--- config.mk ---
export PLATFORM = sky130hd
export DESIGN_NAME = frame_buffer_reader
export DESIGN_NICKNAME = d
export VERILOG_FILES = /design/src/rtl/frame_buffer_reader.sv
export SDC_FILE = /design/constraint.sdc
export NUM_CORES = 1
export LEC_CHECK = 0
export CELL_PAD_IN_SITES_DETAIL_PLACEMENT = 0
export CELL_PAD_IN_SITES_GLOBAL_PLACEMENT = 2
export CORE_MARGIN = 4
export CORE_UTILIZATION = 31
export CTS_CLUSTER_DIAMETER = 200
export DETAILED_ROUTE_END_ITERATION = 7
export PLACE_DENSITY = 0.76
export SETUP_SLACK_MARGIN = 0.02
export SYNTH_ARGS = -nofsm -noshare
export SYNTH_HDL_FRONTEND = slang
export SYNTH_SLANG_ARGS = --single-unit
--- constraint.sdc ---
create_clock -name clk -period 3.6 [get_ports clk]
set_input_delay 0.72 -clock clk [delete_from_list [all_inputs] [get_ports clk]]
set_output_delay 0.72 -clock clk [all_outputs]
set_load 0.02 [all_outputs]
--- src/rtl/frame_buffer_reader.sv ---
// -----------------------------------------------------------------------------
// frame_buffer_reader
//
// Read side of the IMG_WIDTH x IMG_HEIGHT RGB565 frame buffer. The block
// generates VGA timing from the pixel clock. It reads the buffer with 2x pixel
// and 2x line replication, so each buffer pixel covers a 2x2 block on screen.
// It drives sync, DE and RGB444 to the pins. All of these outputs are aligned
// to the read data.
//
// Ports
//   clk            in   1   pixel clock
//   reset          in   1   synchronous, active-high reset
//   o_re           out  1   frame buffer read enable
//   o_rAddr        out  17  frame buffer read address
//   i_rData        in   16  RGB565 read data, valid RD_LAT cycles after o_re
//   o_hsync        out  1   horizontal sync, active low
//   o_vsync        out  1   vertical sync, active low
//   o_de           out  1   display enable
//   o_red/green/blue out 4  RGB444 pixel, black while o_de=0
//   o_frame_start  out  1   one-cycle pulse on output pixel (0,0)
//
// Optional feature macro: FB_READER_BORDER_EN
//   When this macro is defined, the first and last active column and row are
//   forced to white. Read enable and read address are not affected.
// -----------------------------------------------------------------------------
module frame_buffer_reader #(
   parameter int IMG_WIDTH  = 320,
   parameter int IMG_HEIGHT = 240,
   parameter int H_ACTIVE   = 640,
   parameter int H_FP       = 16,
   parameter int H_SYNC     = 96,
   parameter int H_BP       = 48,
   parameter int V_ACTIVE   = 480,
   parameter int V_FP       = 10,
   parameter int V_SYNC     = 2,
   parameter int V_BP       = 33,
   parameter int RD_LAT     = 1
) (
   input  logic        clk,
   input  logic        reset,
   output logic        o_re,
   output logic [16:0] o_rAddr,
   input  logic [15:0] i_rData,
   output logic        o_hsync,
   output logic        o_vsync,
   output logic        o_de,
   output logic [3:0]  o_red,
   output logic [3:0]  o_green,
   output logic [3:0]  o_blue,
   output logic        o_frame_start
);

   localparam int H_TOTAL = H_ACTIVE + H_FP + H_SYNC + H_BP;
   localparam int V_TOTAL = V_ACTIVE + V_FP + V_SYNC + V_BP;
   localparam int HW      = $clog2(H_TOTAL);
   localparam int VW      = $clog2(V_TOTAL);
   // The pipeline has one stage for the read issue, plus RD_LAT stages of buffer latency.
   localparam int PD      = RD_LAT + 1;

   localparam logic [HW-1:0] H_LAST = HW'(H_TOTAL - 1);
   localparam logic [HW-1:0] H_ACT  = HW'(H_ACTIVE);
   localparam logic [HW-1:0] H_SS   = HW'(H_ACTIVE + H_FP);
   localparam logic [HW-1:0] H_SE   = HW'(H_ACTIVE + H_FP + H_SYNC);
   localparam logic [VW-1:0] V_LAST = VW'(V_TOTAL - 1);
   localparam logic [VW-1:0] V_ACT  = VW'(V_ACTIVE);
   localparam logic [VW-1:0] V_SS   = VW'(V_ACTIVE + V_FP);
   localparam logic [VW-1:0] V_SE   = VW'(V_ACTIVE + V_FP + V_SYNC);

   logic [HW-1:0] h_cnt_q, h_cnt_d;
   logic [VW-1:0] v_cnt_q, v_cnt_d;
   logic [16:0]   raddr_q, raddr_d;
   logic [16:0]   row_base;
   logic [PD-1:0] de_pipe_q, de_pipe_d;
   logic [PD-1:0] hs_pipe_q, hs_pipe_d;
   logic [PD-1:0] vs_pipe_q, vs_pipe_d;
   logic [PD-1:0] fs_pipe_q, fs_pipe_d;
   logic          active, hs, vs, first_px;
`ifdef FB_READER_BORDER_EN
   logic [PD-1:0] bd_pipe_q, bd_pipe_d;
   logic          border;
`endif

   // RGB565 low bits are dropped when the data is reduced to RGB444.
   logic unused_bits;
   assign unused_bits = ^{i_rData[11], i_rData[6:5], i_rData[0], 32'(IMG_HEIGHT)};

   always_comb begin
      h_cnt_d = h_cnt_q + HW'(1);
      v_cnt_d = v_cnt_q;
      if (h_cnt_q == H_LAST) begin
         h_cnt_d = '0;
         if (v_cnt_q == V_LAST) v_cnt_d = '0;
         else                   v_cnt_d = v_cnt_q + VW'(1);
      end
   end

   // ---- stage 0: decode from counters; stage 1 .. PD: delay line ----
   always_comb begin
      active   = (h_cnt_q < H_ACT) && (v_cnt_q < V_ACT);
      hs       = !((h_cnt_q >= H_SS) && (h_cnt_q < H_SE));
      vs       = !((v_cnt_q >= V_SS) && (v_cnt_q < V_SE));
      first_px = (h_cnt_q == '0) && (v_cnt_q == '0);

      // Dropping the low bit of each counter repeats every address on two
      // pixels and two lines. There is no line buffer, so the row is re-read.
      row_base = 17'(v_cnt_q >> 1) * 17'(IMG_WIDTH);
      raddr_d  = raddr_q;
      if (active) raddr_d = row_base + 17'(h_cnt_q >> 1);

      de_pipe_d = {de_pipe_q[PD-2:0], active};
      hs_pipe_d = {hs_pipe_q[PD-2:0], hs};
      vs_pipe_d = {vs_pipe_q[PD-2:0], vs};
      fs_pipe_d = {fs_pipe_q[PD-2:0], first_px};
`ifdef FB_READER_BORDER_EN
      border    = active && ((h_cnt_q == '0) || (h_cnt_q == H_ACT - HW'(1)) ||
                             (v_cnt_q == '0) || (v_cnt_q == V_ACT - VW'(1)));
      bd_pipe_d = {bd_pipe_q[PD-2:0], border};
`endif
   end

   always_ff @(posedge clk) begin
      if (reset) begin
         h_cnt_q   <= '0;
         v_cnt_q   <= '0;
         raddr_q   <= '0;
         de_pipe_q <= '0;
         hs_pipe_q <= '1;
         vs_pipe_q <= '1;
         fs_pipe_q <= '0;
`ifdef FB_READER_BORDER_EN
         bd_pipe_q <= '0;
`endif
      end else begin
         h_cnt_q   <= h_cnt_d;
         v_cnt_q   <= v_cnt_d;
         raddr_q   <= raddr_d;
         de_pipe_q <= de_pipe_d;
         hs_pipe_q <= hs_pipe_d;
         vs_pipe_q <= vs_pipe_d;
         fs_pipe_q <= fs_pipe_d;
`ifdef FB_READER_BORDER_EN
         bd_pipe_q <= bd_pipe_d;
`endif
      end
   end

   // Stage 1 of the pipeline is also the read issue.
   assign o_re          = de_pipe_q[0];
   assign o_rAddr       = raddr_q;
   assign o_de          = de_pipe_q[PD-1];
   assign o_hsync       = hs_pipe_q[PD-1];
   assign o_vsync       = vs_pipe_q[PD-1];
   assign o_frame_start = fs_pipe_q[PD-1];

   // ---- output stage: buffer data is valid in the same cycle as the last pipe stage ----
   // The colour is gated directly from i_rData. Registering it would add a
   // cycle that the control path does not have.
   always_comb begin
      o_red   = '0;
      o_green = '0;
      o_blue  = '0;
      if (o_de) begin
         o_red   = i_rData[15:12];
         o_green = i_rData[10:7];
         o_blue  = i_rData[4:1];
`ifdef FB_READER_BORDER_EN
         if (bd_pipe_q[PD-1]) begin
            o_red   = 4'hF;
            o_green = 4'hF;
            o_blue  = 4'hF;
         end
`endif
      end
   end

endmodule

==> results.yml <==
status:
  status: "completed"
layout:
  post_route_cells_drive_above_1_share_pct: 7.83
  area_growth_pct: 24.9
  fillers: 841
  antenna_cells: 0
  final_util_pct: 39.7
  stdcell_count: 437
  design_area_um2: 3260
  final_nets: 372
power:
  p_switching_w: 0.000227
  swShare_pct: 25.0
  power_density_nw_per_um2: 279
  intPower_w: 0.000683
  ir_drop_mv: 0.126
  p_leak_nw: 1.38
  power_frac_comb_pct: 7.3
  p_seq_share_pct: 56.2
  p_clk_share_pct: 36.5
die:
  die_h_um: 99.8
  io_pins: 52
  die_area_um2: 9970
  coreArea_um2: 8220
  placementRows: 33
  start_util_pct: 31.8
  die_w_um: 99.8
logic_synthesis:
  ys_seq_area_share_pct: 34.5
  syn_area_per_cell_um2: 9.11
  synth_edf_count: 0
  synthFlopType: "dfxtp_1"
  syn_inst: 287
  ys_warn_count: 0
  ys_ff_latch: 45
  synth_fp_nets: 328
  synth_async_sr_flop_share_pct: 0
  synth_cell_types: 54
  netlist_area_um2: 2610
critical_path:
  rrSetupSlack_ns: 0.74
  r2r_end: "o_rAddr[15]"
  path_max_fanout: 9
  reg2reg_depth: 9
  cp_data_required_time_ns: 3.80
  critPathCaptureType: "flop"
  cp.arrival_ns: 3.07
  worst_setup_path_start_kind: "flop"
  worstReg2RegStart: "v_cnt_q[2]"
  critPathKind: "reg -> reg"
place:
  hpwl_um: 4410
  dpl.cell_count: 429
  postPlaceCellArea_um2: 3170
  gp_congestion: 0.759
  portBuffers: 47
drt:
  wirelength_um: 5760
  ant_nets: 0
  viasPerCell: 4.76
  drt_first_iter_violations: 53
  drcViolationCount: 0
  drtPass1Iterations: 4
  drt-wirelength-per-cell_um: 13.2
  dr_total_vias: 2079
sta:
  slew_headroom_pct: 61.0
  fin_crit_ns: 2.86
  fin_tns_setup_ns: 0
  setup_violations: 0
  rsz0062_at_grt: "false"
  hold_violations: 0
  fin_skew_ns: 0.00896
  fin_crit_sh_pct: 79.6
  timing.hold.ws_ns: 0.421
  tightest_slew_ns: 0.582
  fmax_ghz: 0.349
  drv_slew: 0
cts:
  htree_levels: 2
  cts_tree: "built"
  cts_buffers: 5
  clockBufferDepth: 2
  root_buffer: "clkbuf_8"
  clk_pin_slew_ns: 0.09
  clk_latency_ns: 0.30
  numClockSinks: 45
  postCtsHoldBufs: 0
  post_cts_resized: 0
  post-cts-setup-buffers: 0
grt:
  antenna_found_initial: 0
  grt_overflow: 0
  grt_max_degree: 35
  grt_pass1_vias: 2046
  grt_usage_pct: 11.9
  grt_pass1_wl_um: 9800
worst_hold_path:
  min-delay-start: "vs_pipe_q[0]"
  min_to: "vs_pipe_q[1]"
  hold_path_class: "reg -> reg"
  hold_depth: 1
run:
  cap_violations: 0
==> power by group through the flow <==
stage / sequential, W / clock (W) / combinational, W
after CTS: 0.000512 / 0.000348 / 0.0000674
after global routing: 0.000513 / 0.000366 / 0.0000724
after global placement: 0.000523 / 0 / 0.0000673
after floorplan: 0.000524 / 0 / 0.0000316
final: 0.000511 / 0.000332 / 0.0000660
after detailed placement: 0.000523 / 0 / 0.0000674
==> critical path, cell delays in order (launching register included) <==
cell	delay, ns
dfxtp_1	0.52
ha_1	0.31
ha_1	0.24
inv_1	0.08
fa_1	0.47
nand3b_1	0.25
a2111oi_4	0.41
nand3_1	0.13
xnor2_1	0.15
o211a_1	0.21
==> Yosys cell counts, drive strengths merged (4+ instances only) <==
| master | n | area share, % |
|---|---|---|
| nor4 | 4 | 0.96 |
| and2 | 12 | 2.9 |
| inv | 15 | 2.2 |
| clkbuf | 6 | 1.2 |
| xnor2 | 12 | 4.0 |
| nand3 | 8 | 1.5 |
| nor2b | 4 | 0.96 |
| and4 | 4 | 1.4 |
| a211oi | 8 | 2.9 |
| xor2 | 16 | 5.4 |
| nand2 | 12 | 1.7 |
| mux2i | 11 | 4.2 |
| nor3 | 12 | 2.5 |
| nand4 | 8 | 1.9 |
| nor2 | 37 | 5.4 |
| and3 | 6 | 1.4 |
| dfxtp | 45 | 34 |
| buf | 6 | 1.2 |
| ha | 21 | 10 |
==> placed cells by master, fill, tap and decap left out, types with 3 or more instances in the layout <==
cell type / count
ha_1: 21
nor2b_1: 4
clkdlybuf4s50_1: 47
a211oi_2: 3
and3_1: 6
nor2_1: 36
clkbuf_8: 5
xnor2_1: 12
and2_1: 12
nand3_1: 8
xor2_1: 16
a211oi_1: 5
a21o_1: 3
nor4_1: 4
dfxtp_1: 45
nor3_1: 10
o21a_1: 3
inv_1: 15
nand2_1: 12
mux2i_1: 11
and4_1: 3
nand4_1: 8
==> metrics by stage <==
step | setup slack (ns) | total power (W)
after floorplan | 0.970 | 0.000555
after CTS | 0.719 | 0.000927
final | 0.736 | 0.000910
after global placement | 0.731 | 0.000591
after detailed placement | 0.726 | 0.000591
after global routing | 0.541 | 0.000951
==> flip-flops by register name (all words and copies together), names as in the netlist <==
signal / count
fs_pipe_q: 2
de_pipe_q: 2
hs_pipe_q: 2
h_cnt_q: 10
o_rAddr: 17
v_cnt_q: 10
vs_pipe_q: 2
==> routing by layer <==
layer	vias to the layer above	part of all wire, %	global-route usage [%]	routed length [µm]
met3	4	5.8	2.78	334
li1	1095	-	-	-
met4	0	1.1	3.36	61
met1	930	51	16.2	2940
met5	-	0	0	0
met2	50	42	18.7	2420
==> logic make-up after synthesis <==
family	Yosys count	synth area share [%]
and+or+nand+nor	122	25.1
xor gates and xnor gates	28	9.38
DFF	45	34.5
AOI/OAI and AO/OA	31	10.6
muxes	11	4.21
buffers and inverters	27	4.64
adders and majority gates	23	11.6
==> cell type report <==
type | instances | area (µm²) | share of cell area (%)
clock inverter | 3 | 25.0 | 0.767
sequential | 45 | 901 | 27.6
timing repair buffer | 49 | 485 | 14.9
multi-input combinational | 215 | 1600 | 48.9
inverter | 15 | 56.3 | 1.72
tap | 105 | 131 | 4.02
clock buffer | 5 | 68.8 | 2.11
==> worst max path at each step <==
stage / start / to / slack, ns / cells after the start
finish: v_cnt_q[2] / o_rAddr[15] / 0.74 / 9
global route: v_cnt_q[2] / o_rAddr[15] / 0.54 / 9
CTS: v_cnt_q[2] / o_rAddr[15] / 0.72 / 9
detailed placement: v_cnt_q[2] / o_rAddr[15] / 0.73 / 9
global placement: v_cnt_q[2] / o_rAddr[15] / 0.73 / 9
floorplan: v_cnt_q[2] / o_rAddr[15] / 0.97 / 9
No activity file was read; power rests on OpenSTA's default activity.
